--- config.mk ---
export PLATFORM = sky130hd
export DESIGN_NAME = commit_retire_unit
export DESIGN_NICKNAME = d
export VERILOG_FILES = /design/src/rtl/commit_retire_unit.sv
export SDC_FILE = /design/constraint.sdc
export NUM_CORES = 1
export LEC_CHECK = 0
export CORE_AREA = 2 2 171 173
export DETAILED_ROUTE_END_ITERATION = 12
export DIE_AREA = 0 0 173 175
export PLACE_DENSITY = 0.53
export SKIP_CTS_REPAIR_TIMING = 1
export SLEW_MARGIN = 25
export SYNTH_ARGS = -nofsm -noshare
export SYNTH_HDL_FRONTEND = slang
export SYNTH_SLANG_ARGS = --single-unit
export TNS_END_PERCENT = 30
--- constraint.sdc ---
create_clock -name clk_i -period 3.9 [get_ports clk_i]
set_clock_uncertainty 0.15 [all_clocks]
set_input_delay 0.78 -clock clk_i [delete_from_list [all_inputs] [get_ports clk_i]]
set_output_delay 0.78 -clock clk_i [all_outputs]
set_load 0.05 [all_outputs]
--- src/rtl/commit_retire_unit.sv ---
// Two-wide in-order commit stage: retires scoreboard head entries, drives the
// register file write ports, reports exceptions and sequences serializing ops.
module commit_retire_unit #(
  parameter int unsigned INSTRET_W = 64
) (
  input  logic                  clk_i,
  input  logic                  rst_i,
  input  logic [1:0]            commit_valid_i,
  input  logic [1:0][4:0]       commit_rd_i,
  input  logic [1:0][63:0]      commit_result_i,
  input  logic [1:0]            commit_fp_i,
  input  logic [1:0]            commit_ex_valid_i,
  input  logic [1:0][5:0]       commit_ex_cause_i,
  input  logic [1:0]            commit_serial_i,
  input  logic                  halt_i,
  input  logic                  flush_i,
  input  logic                  serial_done_i,
  input  logic [63:0]           serial_rdata_i,
  output logic [1:0]            commit_ack_o,
  output logic [1:0][4:0]       waddr_o,
  output logic [1:0][63:0]      wdata_o,
  output logic [1:0]            we_gpr_o,
  output logic [1:0]            we_fpr_o,
  output logic                  serial_req_o,
  output logic                  ex_valid_o,
  output logic [5:0]            ex_cause_o,
  output logic                  flush_o,
  output logic [INSTRET_W-1:0]  instret_o
);

  typedef enum logic [0:0] {
    IDLE,
    SERIAL_WAIT
  } state_e;

  state_e                 state_q, state_d;
  logic                   ex_valid_q, ex_valid_d;
  logic [5:0]             ex_cause_q, ex_cause_d;
  logic                   serial_req_q, serial_req_d;
  logic                   flush_q, flush_d;
  logic [INSTRET_W-1:0]   instret_q, instret_d;

  logic [1:0]             retire;
  logic [1:0]             retire_cnt;
  logic [5:0]             unused_cause_1;

  assign unused_cause_1 = commit_ex_cause_i[1];

  // Port 1 may only follow a normal port-0 retire; exceptions and serial ops
  // always retire alone from port 0.
  always_comb begin
    state_d      = state_q;
    ex_valid_d   = 1'b0;
    ex_cause_d   = 6'd0;
    serial_req_d = 1'b0;
    flush_d      = 1'b0;
    retire       = 2'b00;
    retire_cnt   = 2'd0;
    commit_ack_o = 2'b00;
    waddr_o      = commit_rd_i;
    wdata_o      = commit_result_i;

    if (rst_i) begin
      state_d = IDLE;
    end else if (flush_i) begin
      state_d = IDLE;
    end else begin
      unique case (state_q)
        IDLE: begin
          if (!halt_i && commit_valid_i[0]) begin
            if (commit_ex_valid_i[0]) begin
              commit_ack_o[0] = 1'b1;
              ex_valid_d      = 1'b1;
              ex_cause_d      = commit_ex_cause_i[0];
            end else if (commit_serial_i[0]) begin
              serial_req_d = 1'b1;
              state_d      = SERIAL_WAIT;
            end else begin
              commit_ack_o[0] = 1'b1;
              retire[0]       = 1'b1;
              retire_cnt      = 2'd1;
              if (commit_valid_i[1] && !commit_ex_valid_i[1] && !commit_serial_i[1]) begin
                commit_ack_o[1] = 1'b1;
                retire[1]       = 1'b1;
                retire_cnt      = 2'd2;
              end
            end
          end
        end
        SERIAL_WAIT: begin
          // Completion is accepted even while halted so the CSR/fence op can drain.
          if (serial_done_i) begin
            commit_ack_o[0] = 1'b1;
            retire[0]       = 1'b1;
            retire_cnt      = 2'd1;
            wdata_o[0]      = serial_rdata_i;
            flush_d         = 1'b1;
            state_d         = IDLE;
          end
        end
        default: state_d = IDLE;
      endcase
    end

    for (int p = 0; p < 2; p++) begin
      we_gpr_o[p] = retire[p] && !commit_fp_i[p] && (commit_rd_i[p] != 5'd0);
      we_fpr_o[p] = retire[p] && commit_fp_i[p];
    end

    instret_d = instret_q + INSTRET_W'(retire_cnt);
  end

  always_ff @(posedge clk_i) begin
    if (rst_i) begin
      state_q      <= IDLE;
      ex_valid_q   <= 1'b0;
      ex_cause_q   <= 6'd0;
      serial_req_q <= 1'b0;
      flush_q      <= 1'b0;
      instret_q    <= '0;
    end else begin
      state_q      <= state_d;
      ex_valid_q   <= ex_valid_d;
      ex_cause_q   <= ex_cause_d;
      serial_req_q <= serial_req_d;
      flush_q      <= flush_d;
      instret_q    <= instret_d;
    end
  end

  assign ex_valid_o   = ex_valid_q;
  assign ex_cause_o   = ex_cause_q;
  assign serial_req_o = serial_req_q;
  assign flush_o      = flush_q;
  assign instret_o    = instret_q;

endmodule

==> impl_metrics.tcl <==
set metrics [dict create \
    status "complete, no violations" \
    p_switching_w 0.0005976 \
    pin_count 444 \
    clk_path_buf_depth 2 \
    min_to "state_q$_SDFF_PP0_" \
    grt_max_degree 65 \
    synth_top_cell_by_area "dfxtp_1" \
    crit_arrival_ps 2800 \
    numCtsBuffers 9 \
    hold_violations 0 \
    fmax_mhz 268.3 \
    setup_violations 0 \
    post-route-period-util_pct 95.57 \
    layout-drive-gt1-share_pct 24.72 \
    seqPwrFrac_pct 33.2 \
    hp-start "state_q$_SDFF_PP0_" \
    synth_top_area_share_pct 30.82 \
    required_ps 2970 \
    synth_area_leaders "dfxtp_1, mux2_2, buf_4" \
    ys_async_sr_fraction_pct 0 \
    dp_cells 1181 \
    cts_sinks 74 \
    synth_area_um2 4807 \
    syn_avg_cell_area_um2 8.756 \
    num_rows 62 \
    wire_per_inst_um 18.99 \
    yosys_register_bits 74 \
    cts-root-buf "clkbuf_16" \
    drt_iter0_markers 200 \
    finalCriticalPeriod_ps 3727 \
    drtAntennaViolNets 0 \
    grt_antenna_before_repair 0 \
    grt_overflow_total 0 \
    clkLatencyLatePin_ps 340 \
    p_sw_share_pct 26.24 \
    vias 4892 \
    r2r_start "state_q$_SDFF_PP0_" \
    gp_congestion 0.7625 \
    die_w_um 173 \
    grt_pass1_wl_um 32600 \
    leakagePower_nw 3.007 \
    drc 0 \
    die_h_um 175 \
    startpoint "flush_i" \
    synthMostInstantiatedCell "buf_4" \
    antennaDiodeCount 0 \
    htree_levels 3 \
    power_frac_comb_pct 20.4 \
    syn_nets 779 \
    layout.nets 1038 \
    cts_tree "yes" \
    synth_edf_count 0 \
    relSlewSlack_pct 50.63 \
    min_path_cells 2 \
    power_frac_clock_pct 46.3 \
    ys_seq_area_share_pct 30.82 \
    drt-total-wl_um 22730 \
    fp.coreArea_um2 28390 \
    synth.yosys.warnings 0 \
    areaGrowthSynthToFinish_pct 73.89 \
    design_power_total_w 0.002277 \
    vdd_drop_max_mv 0.1851 \
    rsz0062_at_grt "no" \
    grt_pass1_vias 4889 \
    port_buffers 309 \
    powerDensity_nw_per_um2 272.4 \
    start_kind "primary input" \
    hold_class "reg -> reg" \
    dpl.hpwl_um 19140 \
    final_cells 1197 \
    fillers 3055 \
    r2r_setup_slack_ps 1080 \
    firstDrtPassIters 4 \
    start_util_pct 16.93 \
    yosysUniqueCellTypes 36 \
    reg2reg_depth 13 \
    grt_use_total_pct 14.51 \
    path_class "in -> out" \
    clk_pin_slew_worst_paths_ps 60 \
    synthTopCellsByCount "buf_4, dfxtp_1, mux2_2" \
    worst_slew_pin_slew_ps 740.6 \
    report.final.slew_viol_count 0 \
    intPower_w 0.001680 \
    via_per_inst 4.087 \
    endpoint_kind "primary output" \
    cap_violations 0 \
    cp_max_fo 36 \
    die-area_um2 30280 \
    ys.flop_type "dfxtp_1" \
    synthCells 549 \
    r2r-end "instret_o[61]$_SDFF_PP0_" \
]
logic make-up after synthesis:
group,after synthesis,synth area share (%)
AOI/OAI and AO/OA,63,7.132
xor gates and xnor gates,34,6.195
adders and majority gates,3,0.7809
buffers and inverters,98,13.53
DFF,74,30.82
muxes,64,14.99
and+or+nand+nor,213,26.55
cell type report:
cell class,instances,area (um2),share of cell area (%)
Tap cell,384,480.5,5.748
Inverter,6,22.52,0.2694
Sequential cell,74,1481,17.72
Clock buffer,10,229.0,2.739
Multi-Input combinational cell,377,2696,32.26
Timing Repair Buffer,340,3312,39.62
Clock inverter,6,137.6,1.646
sequential cells by signal, summed over array words and instances (netlist names):
signal        count
ex_cause_o        6
instret_o        64
state_q           1
ex_valid_o        1
serial_req_o      1
flush_o           1
worst max-delay path by stage:
stage	to	depth (start not counted)
floorplan	instret_o[48]$_SDFF_PP0_	8
global placement	instret_o[54]$_SDFF_PP0_	10
detailed placement	instret_o[54]$_SDFF_PP0_	10
CTS	wdata_o[45]	8
global route	instret_o[61]$_SDFF_PP0_	11
finish	wdata_o[53]	8
critical path, cell delays in order:
cell,delay [ps]
clkdlybuf4s50_1,460
nor2_1,140
buf_4,140
and3_2,200
buf_4,130
buf_6,300
mux2_2,420
buf_4,200
power groups by stage:
stage	Combinational (W)	Clock [W]	Sequential, W
after global routing	0.000487	0.00112	0.000757
after floorplan	0.000385	0	0.000778
after CTS	0.000471	0.00109	0.000757
final	0.000466	0.00105	0.000757
after global placement	0.000469	0	0.000774
after detailed placement	0.000469	0	0.000774
layer usage:
layer,vias up,routed length [um],global-route usage (%)
met1,2241,9231,17.37
met2,210,9851,21.48
met3,21,3403,9.900
li1,2420,-,-
met4,0,243,2.790
met5,-,0,0
stage by stage:
step                      cell area (um2)  setup slack [ps]  hold slack [ps]  setup TNS (ps)  utilization [%]
final                                8359             172.6            337.8               0            29.44
after global routing                 8359             17.33            371.5               0            29.44
after CTS                            8356             3.489            340.9               0            29.43
after detailed placement             7989            -186.4            331.0           -3549            28.14
after global placement               7989            -183.2            321.8           -3080            28.14
after floorplan                      4827             11.76            303.6               0                -
cell usage in the layout (no fill, tap or decap), types with 5 or more instances in the layout:
cell               n
and2_1             8
buf_4             87
xnor2_1            6
or3_1             21
o21ai_0           21
inv_1              6
clkdlybuf4s50_1  238
buf_12            13
dfxtp_1           74
mux2_2            64
nand4_1           27
o31ai_1            8
nor3_1             7
a21oi_1           31
nor2_1            49
clkbuf_16          9
xor2_1            28
or4_1             12
nor4_1             5
nand3_1           24
nand2_1           27
(Power assumes the default switching activity.)
